File: src/rtl/bp_pkg.sv
// Shared types, constants and helpers for the gshare branch predictor.
// Provides the 2-bit saturating counter type, its encodings, the
// statistics counter ceiling and the counter training function.
package bp_pkg;

  typedef logic [1:0] ctr2_t;

  localparam ctr2_t CTR_SNT = 2'b00;  // strong not-taken
  localparam ctr2_t CTR_WNT = 2'b01;  // weak not-taken
  localparam ctr2_t CTR_WT  = 2'b10;  // weak taken
  localparam ctr2_t CTR_STK = 2'b11;  // strong taken

  localparam logic [31:0] STAT_MAX = 32'hFFFF_FFFF;

  // Next value of a 2-bit saturating counter trained toward 'taken'.
  function automatic ctr2_t sat_ctr_next(ctr2_t c, logic taken);
    ctr2_t n;
    if (taken) begin
      if (c == CTR_STK) n = c;
      else              n = c + 2'b01;
    end else begin
      if (c == CTR_SNT) n = c;
      else              n = c - 2'b01;
    end
    return n;
  endfunction

endpackage

File: src/rtl/sat_counter_table.sv
// Pattern history table: 2^IDX_BITS 2-bit saturating counters.
// Ports:
//   clk, rst_n  - clock, asynchronous active-low reset (entries -> CTR_WNT)
//   rd_index    - combinational read address
//   rd_ctr      - counter at rd_index (old value during a same-cycle write)
//   wr_en       - train entry wr_index on the rising edge
//   wr_index    - entry to train
//   wr_taken    - training direction (1 = increment, 0 = decrement)
module sat_counter_table
  import bp_pkg::*;
#(
  parameter int IDX_BITS = 6
) (
  input  logic                clk,
  input  logic                rst_n,
  input  logic [IDX_BITS-1:0] rd_index,
  output logic [1:0]          rd_ctr,
  input  logic                wr_en,
  input  logic [IDX_BITS-1:0] wr_index,
  input  logic                wr_taken
);

  localparam int ENTRIES = 2 ** IDX_BITS;

  ctr2_t table_r [ENTRIES];

  // Read port has no bypass: a write lands after the edge, so a same-cycle
  // lookup of the entry being trained still returns the old counter.
  assign rd_ctr = table_r[rd_index];

  // Counter storage: reset every entry to weak not-taken, train on wr_en.
  always_ff @(posedge clk or negedge rst_n) begin
    if (!rst_n) begin
      for (int i = 0; i < ENTRIES; i++) begin
        table_r[i] <= CTR_WNT;
      end
    end else if (wr_en) begin
      table_r[wr_index] <= sat_ctr_next(table_r[wr_index], wr_taken);
    end
  end

endmodule

File: src/rtl/branch_predictor.sv
// Gshare direction predictor.
// Ports:
//   clk, rst_n          - clock, asynchronous active-low reset
//   PCF                 - fetch PC; bits [IDX_BITS+1:2] feed the hash
//   predict_taken_F     - MSB of the selected counter (combinational)
//   predict_index_F     - hashed index, carried down the pipe to execute
//   update_valid_E      - a conditional branch resolved this cycle
//   update_index_E      - index captured at fetch for that branch
//   update_taken_E      - resolved outcome
//   update_predicted_E  - prediction carried with that branch
//   ghr_o               - global history (debug)
//   branch_count        - resolved branches (saturating)
//   mispredict_count    - resolved branches that mispredicted (saturating)
module branch_predictor
  import bp_pkg::*;
#(
  parameter int IDX_BITS = 6,
  parameter int GHR_BITS = 4
) (
  input  logic                clk,
  input  logic                rst_n,
  input  logic [31:0]         PCF,
  output logic                predict_taken_F,
  output logic [IDX_BITS-1:0] predict_index_F,
  input  logic                update_valid_E,
  input  logic [IDX_BITS-1:0] update_index_E,
  input  logic                update_taken_E,
  input  logic                update_predicted_E,
  output logic [GHR_BITS-1:0] ghr_o,
  output logic [31:0]         branch_count,
  output logic [31:0]         mispredict_count
);

  logic [GHR_BITS-1:0] ghr_r;
  logic [GHR_BITS-1:0] ghr_next_s;
  logic [IDX_BITS-1:0] ghr_ext_s;
  logic [1:0]          rd_ctr_s;
  logic [31:0]         branch_count_r;
  logic [31:0]         mispredict_count_r;
  logic                unused_pcf_s;

  // Only the word-address bits selected by the hash matter.
  assign unused_pcf_s = ^{PCF[31:IDX_BITS+2], PCF[1:0]};

  // Zero-extend history so it folds into the low index bits.
  always_comb begin
    ghr_ext_s                = '0;
    ghr_ext_s[GHR_BITS-1:0]  = ghr_r;
  end

  // History is non-speculative: fetch always hashes with the committed GHR,
  // which is why execute trains with the index carried from fetch.
  assign predict_index_F = PCF[IDX_BITS+1:2] ^ ghr_ext_s;
  assign predict_taken_F = rd_ctr_s[1];

  generate
    if (GHR_BITS == 1) begin : g_ghr1
      assign ghr_next_s = update_taken_E;
    end else begin : g_ghrn
      assign ghr_next_s = {ghr_r[GHR_BITS-2:0], update_taken_E};
    end
  endgenerate

  sat_counter_table #(
    .IDX_BITS (IDX_BITS)
  ) u_pht (
    .clk      (clk),
    .rst_n    (rst_n),
    .rd_index (predict_index_F),
    .rd_ctr   (rd_ctr_s),
    .wr_en    (update_valid_E),
    .wr_index (update_index_E),
    .wr_taken (update_taken_E)
  );

  // Global history shift register, advanced only when a branch resolves.
  always_ff @(posedge clk or negedge rst_n) begin
    if (!rst_n) begin
      ghr_r <= '0;
    end else if (update_valid_E) begin
      ghr_r <= ghr_next_s;
    end
  end

  // Resolution statistics; both counters stick at all-ones instead of wrapping.
  always_ff @(posedge clk or negedge rst_n) begin
    if (!rst_n) begin
      branch_count_r     <= 32'd0;
      mispredict_count_r <= 32'd0;
    end else if (update_valid_E) begin
      if (branch_count_r != STAT_MAX) begin
        branch_count_r <= branch_count_r + 32'd1;
      end
      if ((update_taken_E != update_predicted_E) && (mispredict_count_r != STAT_MAX)) begin
        mispredict_count_r <= mispredict_count_r + 32'd1;
      end
    end
  end

  assign ghr_o            = ghr_r;
  assign branch_count     = branch_count_r;
  assign mispredict_count = mispredict_count_r;

endmodule

File: config.mk
export PLATFORM = sky130hd
export DESIGN_NAME = branch_predictor
export DESIGN_NICKNAME = d
export VERILOG_FILES = /design/src/rtl/bp_pkg.sv /design/src/rtl/sat_counter_table.sv /design/src/rtl/branch_predictor.sv
export SDC_FILE = /design/constraint.sdc
export NUM_CORES = 1
export LEC_CHECK = 0
export BUFFER_PORTS_ARGS = -buffer_cell sky130_fd_sc_hd__buf_4
export CAP_MARGIN = 30
export CELL_PAD_IN_SITES_DETAIL_PLACEMENT = 0
export CELL_PAD_IN_SITES_GLOBAL_PLACEMENT = 1
export CORE_AREA = 2 2 170 205
export DETAILED_ROUTE_END_ITERATION = 6
export DIE_AREA = 0 0 172 207
export PLACE_DENSITY_LB_ADDON = 0.1
export SYNTH_ARGS = -nofsm -noshare
export SYNTH_HDL_FRONTEND = slang
export SYNTH_SLANG_ARGS = --single-unit
File: constraint.sdc
create_clock -name clk -period 7.62 [get_ports clk]
set_input_delay 0.762 -clock clk [delete_from_list [all_inputs] [get_ports clk]]
set_output_delay 0.762 -clock clk [all_outputs]
set_load 0.02 [all_outputs]
Yosys cells after proc, flatten, opt, wreduce, memory -nomap -nowiden
Cells that the tools add are included.
{ "word_totals": {"regBits": 196, "input_bits": 43, "output_inout_bits": 75, "elab_cells": 99} }
{ "classes": {"n_addsub": 4, "magnitude_cmp": 3, "n_eq_ne": 4, "mux": 13, "bitwise": 3, "n_reduce_logical": 5} }
{ "ops": {"columns": ["operator", "n"], "rows": [
  ["bitwise mux 128 bit", 1],
  ["adder 32 x 1 -> 32 bit, second input constant", 2],
  ["!= test 32 bit, second input constant", 2],
  ["binary-select mux 2 bit (select 6 bit)", 2],
  ["two-way mux 2 bit", 9],
  [">= comparator 7 bit, second input constant", 2],
  ["inverter 6 -> 7 bit", 2],
  ["demux 2 bit (select 6 bit)", 1],
  ["less-than comparator 7 x 1 -> 1 bit, second input constant", 1],
  ["bitwise XOR 6 x 4 -> 6 bit", 1],
  ["AND reduction 2 bit", 2],
  ["adder 2 x 1 -> 2 bit, second input constant", 1],
  ["== test 2 bit, second input constant", 1],
  ["logical AND 1 bit", 2],
  ["logical NOT 2 bit", 1],
  ["subtractor 2 x 1 -> 2 bit, second input constant", 1],
  ["!= test 1 bit", 1]
]} }

Depth between registers and ports, before layout
Gate-level depths: netlist of run 1.
{ "depth": {"word_depth": 9, "mapped_depth": 11, "depth_no_buf": 8} }

Modules after synthesis
From an unflattened synthesis of run 1, not the netlist that was laid out.
{ "unflattened": {"cells_unflattened": 1004, "hier_area_um2": 10862.9} }
{ "modules_own_cells": {"columns": ["module", "n_inst", "cells_per_inst", "area_each_um2", "seq_area_each_um2"], "rows": [
  ["sat_counter_table", 1, 686, 7429.6, 3283.1],
  ["branch_predictor", 1, 318, 3433.3, 1701.6]
]} }

Least setup slack after synthesis of run 1
Ideal clock, no wire load.
{ "synth_path": {"path_kind": "input -> output", "start": "input PCF[2]", "end": "output predict_taken_F", "arrival_time_ns": 3.417, "required_time_ns": 6.858, "setup_slack_ns": 3.441, "path_stages": 5, "path_buffers": 1, "path_cell_list": "xor2_1 > buf_2 > mux4_2 > mux4_2 > mux4_2"} }
{ "synth_via": {"elab_chain_len": 5} }
{ "synth_lines": {"columns": ["item", "line", "rtl"], "rows": [
  ["start, declared", "branch_predictor.sv:22", "input logic [31:0] PCF,"],
  ["bitwise XOR 6 x 4 -> 6 bit", "branch_predictor.sv:53", "assign predict_index_F = PCF[IDX_BITS+1:2] ^ ghr_ext_s;"],
  ["net predict_index_F[0]", "branch_predictor.sv:24", "output logic [IDX_BITS-1:0] predict_index_F,"],
  ["inverter 6 -> 7 bit (not written as such)", "sat_counter_table.sv:29", "assign rd_ctr = table_r[rd_index];"],
  ["binary-select mux 2 bit (select 6 bit)", "sat_counter_table.sv:29", null],
  ["two-way mux 2 bit (not written as such) (2 in series)", "sat_counter_table.sv:29", null],
  ["end, declared", "branch_predictor.sv:23", "output logic predict_taken_F,"]
]} }
The timed path passes the listed nets, and every way through them passes these cells. The select of a mux whose other input is x is not followed.

Worst setup path in the final report of run 1
{ "layout_path": {"start": "input update_index_E[0]", "end": "register u_pht.table_r[30] (netlist bit)"} }
{ "layout_via": {"elab_chain_len": 9, "elab_cells_between_ends": 18, "cone_classes": "2 x add/sub; 2 x order compare; 1 x eq/ne; 10 x mux; 1 x bitwise; 2 x reduce/logical"} }
{ "layout_lines": {"columns": ["item", "line", "rtl"], "rows": [
  ["start, declared", "branch_predictor.sv:26", "input logic [IDX_BITS-1:0] update_index_E,"],
  ["inverter 6 -> 7 bit (not written as such) *", "sat_counter_table.sv:38", "table_r[wr_index] <= sat_ctr_next(table_r[wr_index], wr_taken);"],
  ["binary-select mux 2 bit (select 6 bit)", "sat_counter_table.sv:38", null],
  ["two-way mux 2 bit (not written as such) (2 in series)", "sat_counter_table.sv:38", null],
  ["subtractor 2 x 1 -> 2 bit, or another cell as far along", "bp_pkg.sv:23", "else n = c - 2'b01;"],
  ["two-way mux 2 bit, on equally long branches", "bp_pkg.sv:22, bp_pkg.sv:19", null],
  ["two-way mux 2 bit", "bp_pkg.sv:18", "if (taken) begin"],
  ["two-way mux 2 bit", "sat_counter_table.sv:37", "end else if (wr_en) begin"],
  ["bitwise mux 128 bit *", "sat_counter_table.sv:38", null],
  ["end signal, assigned by index", "sat_counter_table.sv:38", null],
  ["end, declared", "sat_counter_table.sv:25", "ctr2_t table_r [ENTRIES];"]
]} }
Mark *: on every way between the ends. The rest lies on a longest branch, timed or not. The select of a mux whose other input is x is not followed.
A chain may end at the register's enable or synchronous reset.

==> reports/qor.yml, run 1 <==
maxCapViolations: 0
gp_congestion: 0.748
worst_setup_path_start_kind: "input port"
seq_area_frac_synth_pct: 50.2
post_dp_cell_area_um2: 11100
maxSlewViolCount: 0
design.core.area_um2: 33700
finalCriticalPeriod_ps: 5060
synth_area_um2: 9940
design_area_um2: 11700
nNetsFinal: 1081
critPathBufInv: 2
grtUsageTotal_pct: 18.3
finalWirelength_um: 31600
instances_no_fill: 1505
fp.dieW_um: 172
worstReg2RegEnd: "u_pht.table_r[30]"
critPathKind: "input port to flop"
clock_sinks: 196
powerDensity_nw_per_um2: 272
start_util_pct: 29.5
grt_max_degree: 102
drcViolationCount: 0
fin_hold_ws_ps: 374
worstPathCellList: "buf_4 -> nand2b_1 -> o22a_1 -> a21oi_1 -> a2111oi_0 -> o2111ai_1 -> o31ai_4 -> buf_4 -> a31oi_1"
vias: 7648
dieArea_um2: 35600
reg2regPathDepth: 8
htree_levels: 4
clk_pin_slew_ps: 70
crit_family: "compound AO/OA/AOI/OAI gates"
rsz0062_at_grt: "no"
finalClockSkew_ps: 11.2
fin_crit_sh_pct: 66.4
rows: 74
peakVddDrop_mv: 0.141
cts_buffer_depth: 2
drtIter0Drc: 575
ant_nets: 0
place_inst: 1473
grt_pass1_vias: 7871
synth_nets: 1012
hp-class: "input port to async pin"
diodes: 0
relSlewSlack_pct: 32.1
numCtsBuffers: 17
holdBufCountCts: 0
mostFrequentLayoutCells: "nor2_1 (226), dfrtp_1 (132), a31oi_1 (130)"
synth_area_per_cell_um2: 10.3
critPathMostFrequentCell: "buf_4"
clock.fmax_mhz: 198
drive_gt1_share_pct: 24.1
io_buffers: 91
cts_tree: "done"
yosysUniqueCellTypes: 57
cts_resized: 0
status: "finished clean"
finalSetupTns_ps: 0
drt-wirelength-per-cell_um: 21.0
synth_edf_count: 0
r2r_slack_ps: 3500
mostFrequentLayoutCell: "nor2_1"
async_flop_share_pct: 100
ys_seq_elements: 196
yosysWarnings: 0
synthCells: 967
critical_path.slowest_cell: "o31ai_4"
cpPeakStageDelay_ps: 860
cp.required_ps: 7970
ys.flop_type: "dfrtp_1"
p_leak_uw: 0.00479
hold_violations: 0
postCtsSetupRepairBufs: 0
r2r_start: "u_pht.table_r[47]"
antenna_found_initial: 0
setup_viol: 0
cp-end-kind: "flop"
cts-root-buf: "clkbuf_16"
crit_fanout: 48
drtPass1Iterations: 5
clock_latency_ps: 460
hpwlAfterDp_um: 20800
vias_per_cell: 5.08
fin_util_pct: 34.7
worst_pin_slew_ps: 1010
gr-total-overflow: 0
arrival_ps: 5410
die_y_um: 207
syn_to_final_growth_pct: 17.8
pin_count: 118
grt_pass1_wl_um: 49100
-- area by class of cell --
type / instances / area [um^2]
clock inverters: 14 / 191
flip-flops and latches: 196 / 4980
multi-input cells: 703 / 4630
clock buffers: 18 / 439
inverters: 12 / 45.0
well taps: 456 / 571
repair buffers: 106 / 842
fillers: 3509 / 22000
-- metal layers --
metal  part of all wire [%]  track usage, %  vias up
li1                       -               -     3658
met1                     46            24.9     3807
met2                     48            30.0      153
met3                    3.6            3.27       30
met4                    1.9            5.13        0
met5                      0               0        -
-- worst max path at each step --
stage	start	endpoint	slack, ps	depth (start not counted)
final	update_index_E[0]	u_pht.table_r[30]	2560	9
after global routing	update_index_E[0]	u_pht.table_r[120]	2420	9
after CTS	update_index_E[0]	u_pht.table_r[30]	2720	9
after detailed placement	update_index_E[0]	u_pht.table_r[18]	2240	9
after global placement	update_index_E[0]	u_pht.table_r[74]	2220	9
after floorplan	PCF[2]	predict_taken_F	3440	5
-- synthesized netlist by cell type (all sizes together) (4+ instances only) --
cell type,count,share of area [%]
nand2b,4,0.25
dfstp,64,17
xnor2,44,3.9
o21ai,9,0.53
or3b,4,0.35
nand3,37,1.9
mux2i,26,2.6
clkbuf,14,0.53
a21oi,6,0.30
nor3,7,0.35
a22oi,10,0.76
mux4,26,5.9
o22ai,9,0.57
buf,42,2.7
o31ai,4,0.58
nor2,226,8.5
and2,12,0.76
mux2,12,1.4
a221oi,7,0.62
inv,12,0.45
and3,10,0.63
a31oi,130,8.2
nand2,38,1.4
nor4,4,0.25
nand4,14,0.88
o22a,4,0.35
and4,7,0.62
dfrtp,132,33
xor2,23,2.0
-- sequential cells by signal (all words and copies together), names as in the netlist --
signal	flops
branch_count	32
ghr_o	4
mispredict_count	32
u_pht.table_r	128
-- per-stage QoR --
step | worst slack, ps | power, uW
final | 2560 | 3190
after global routing | 2420 | 3350
after CTS | 2720 | 3230
after detailed placement | 2240 | 2230
after global placement | 2220 | 2210
after floorplan | 3440 | 1920
-- power breakdown --
part           internal, uW  switching (uW)  leakage [uW]
combinational           340             436       0.00210
sequential             1270             150       0.00239
clock                   537             457      0.000303
total                  2140            1040       0.00479
-- cell families (layout without fill, tap and decap cells) --
group / after synthesis / count (layout) / share of synthesized area, %
AO/OA/AOI/OAI: 194 / 194 / 13.2
multiplexers: 64 / 64 / 9.94
adder cells (fa/ha/maj): 2 / 2 / 0.252
flip-flops: 196 / 196 / 50.2
AND/OR/NAND/NOR: 376 / 376 / 16.9
buffers and inverters: 68 / 150 / 3.66
XOR/XNOR: 67 / 67 / 5.90
Power figures use the tool's default switching activity.
==> inputs of run 2 (changes only) <==
Clock period 7.62 ns to 4.1 ns, I/O delays scaled along.
==> reports/qor.yml, run 2 (synthesized netlist as in run 1, its figures left out) <==
status: "finished clean"  # unchanged
r2r_slack_ps: 1200  # was 3500 ps
maxCapViolations: 0  # unchanged
gp_congestion: 0.764  # was 0.748
holdBufCountCts: 0  # unchanged
cp-end-kind: "output port"  # was flop
clock_sinks: 196  # unchanged
finalSetupTns_ps: 0  # unchanged
setup_viol: 0  # unchanged
cts-root-buf: "clkbuf_16"  # unchanged
fin_crit_sh_pct: 90.8
largest_register_ffs: 128  # unchanged
fin_util_pct: 35.0  # was 34.7%
grt_pass1_vias: 7693  # was 7871
nNetsFinal: 1094  # was 1081
drt-wirelength-per-cell_um: 21.0  # about the same
critPathBufInv: 2  # unchanged
seqPwrFrac_pct: 45.4  # was 44.5%
cts_tree: "done"  # unchanged
drive_gt1_share_pct: 24.8  # was 24.1%
critical_path.slowest_cell: "mux4_2"  # was o31ai_4
vias_per_cell: 5.09  # was 5.08
sw_frac_of_total_pct: 32.4  # was 32.7%
drcViolationCount: 0  # unchanged
cp.required_ps: 3690  # was 7970 ps
regMostFlops: "u_pht.table_r"  # unchanged
hpwlAfterDp_um: 21000  # was 20800 um
grt_max_degree: 103  # was 102
diodes: 0  # unchanged
fp.dieW_um: 172  # unchanged
start_util_pct: 29.5  # unchanged
syn_to_final_growth_pct: 18.5  # was 17.8%
power.net_switching_uw: 1890  # was 1040 uW
antenna_found_initial: 0  # unchanged
clock_latency_ps: 460  # about the same
crit_fanout: 17  # was 48
vias: 7725  # was 7648
hold_violations: 0  # unchanged
mostFrequentLayoutCells: "nor2_1 (226), dfrtp_1 (132), a31oi_1 (130)"  # unchanged
clock_power_share_pct: 29.6  # was 31.2%
powerDensity_nw_per_um2: 495  # was 272 nW/um^2
maxSlewViolCount: 0  # unchanged
fillers: 3485  # was 3509
finalCriticalPeriod_ps: 3720
numCtsBuffers: 17  # unchanged
io_buffers: 91  # unchanged
hp-class: "input port to async pin"  # unchanged
gr-total-overflow: 0  # unchanged
arrival_ps: 3310  # was 5410 ps
worstPathCellList: "xor2_4 -> buf_4 -> mux4_2 -> mux4_2 -> mux4_2 -> buf_4"  # was buf_4 -> nand2b_1 -> o22a_1 -> a21oi_1 -> a2111oi_0 -> o2111ai_1 -> o31ai_4 -> buf_4 -> a31oi_1
worst_setup_path_start_kind: "flop"  # was input port
clk_pin_slew_ps: 70  # about the same
mostFrequentLayoutCell: "nor2_1"  # unchanged
critPathMostFrequentCell: "mux4_2"  # was buf_4
die_y_um: 207  # unchanged
p_leak_uw: 0.00484  # was 0.00479 uW
cts_buffer_depth: 2  # unchanged
cts_resized: 0  # unchanged
rows: 74  # unchanged
grtUsageTotal_pct: 18.6  # was 18.3%
cpPeakStageDelay_ps: 610  # was 860 ps
grt_pass1_wl_um: 49300  # was 49100 um
critPathKind: "flop to output port"  # was input port to flop
crit_family: "multiplexers"  # was compound AO/OA/AOI/OAI gates
htree_levels: 4  # unchanged
intPower_uw: 3940  # was 2140 uW
postCtsSetupRepairBufs: 0  # unchanged
finalWirelength_um: 31900  # was 31600 um
clock.fmax_mhz: 269
drtPass1Iterations: 5  # unchanged
drtIter0Drc: 559  # was 575
pin_count: 118  # unchanged
worst_pin_slew_ps: 944  # was 1010 ps
finalClockSkew_ps: 13.7  # was 11.2 ps
relSlewSlack_pct: 37.1  # was 32.1%
peakVddDrop_mv: 0.259  # was 0.141 mV
dieArea_um2: 35600  # unchanged
combPwrFrac_pct: 25.0  # was 24.3%
ant_nets: 0  # unchanged
design.core.area_um2: 33700  # unchanged
rsz0062_at_grt: "no"  # unchanged
-- run 2: changes by cell type in the layout (fill, tap and decap cells not counted), sizes merged --
| cell | delta |
|---|---|
| inv | -2 |
| buf | +13 |
| clkbuf | +4 |
| bufinv | -1 |
| clkinvlp | -1 |
-- run 2: area by class of cell --
| cell class | count | area [um^2] | area share (%) |
|---|---|---|---|
| sequential | 196 | 4980 | 42.3 |
| multi-input combinational | 703 | 4630 | 39.3 |
| timing repair buffer | 119 | 962 | 8.17 |
| tap | 456 | 571 | 4.84 |
| clock buffer | 22 | 464 | 3.94 |
| clock inverter | 10 | 121 | 1.03 |
| inverter | 12 | 45.0 | 0.382 |
-- run 2: path summary, 6_finish.rpt --
| path | from | to | depth (start not counted) |
|---|---|---|---|
| setup / recovery | ghr_o[0] | predict_taken_F | 6 |
| hold / removal | rst_n | u_pht.table_r[79] | 1 |
| setup reg to reg | u_pht.table_r[98] | u_pht.table_r[63] | 8 |
| hold reg to reg | branch_count[27] | branch_count[27] | 1 |
| max in group asynchronous | rst_n | u_pht.table_r[74] | 2 |
| min in group clk | update_taken_E | ghr_o[0] | 2 |
-- run 2: power by group through the flow --
stage | Clock, uW | Combinational (uW) | Sequential, uW
2_1_floorplan | 0 | 897 | 2660
3_3_place_gp | 0 | 1460 | 2680
3_5_place_dp | 0 | 1480 | 2690
4_1_cts | 1790 | 1480 | 2650
5_1_grt | 1860 | 1600 | 2700
6_report | 1730 | 1460 | 2650
-- run 2: layer usage --
| layer | share of wire, % | vias to the layer above | routed length, um | track usage (%) |
|---|---|---|---|---|
| li1 | - | 3694 | - | - |
| met1 | 47 | 3878 | 15000 | 26.2 |
| met2 | 48 | 130 | 15400 | 29.6 |
| met3 | 3.3 | 23 | 1050 | 2.81 |
| met4 | 1.5 | 0 | 465 | 5.33 |
| met5 | 0 | - | 0 | 0 |
-- run 2: per-stage QoR --
stage / std cells / total power, uW / worst slack [ps] / hold WS (ps) / instance area [um^2]
6_report: 1518 / 5840 / 376 / 31.8 / 11800
4_1_cts: 1518 / 5920 / 297 / 105 / 11800
5_1_grt: 1518 / 6160 / 266 / 107 / 11800
3_5_place_dp: 1486 / 4160 / 528 / 475 / 11200
2_1_floorplan: 967 / 3560 / 520 / 114 / 9940
3_3_place_gp: 1486 / 4140 / 558 / 473 / 11200
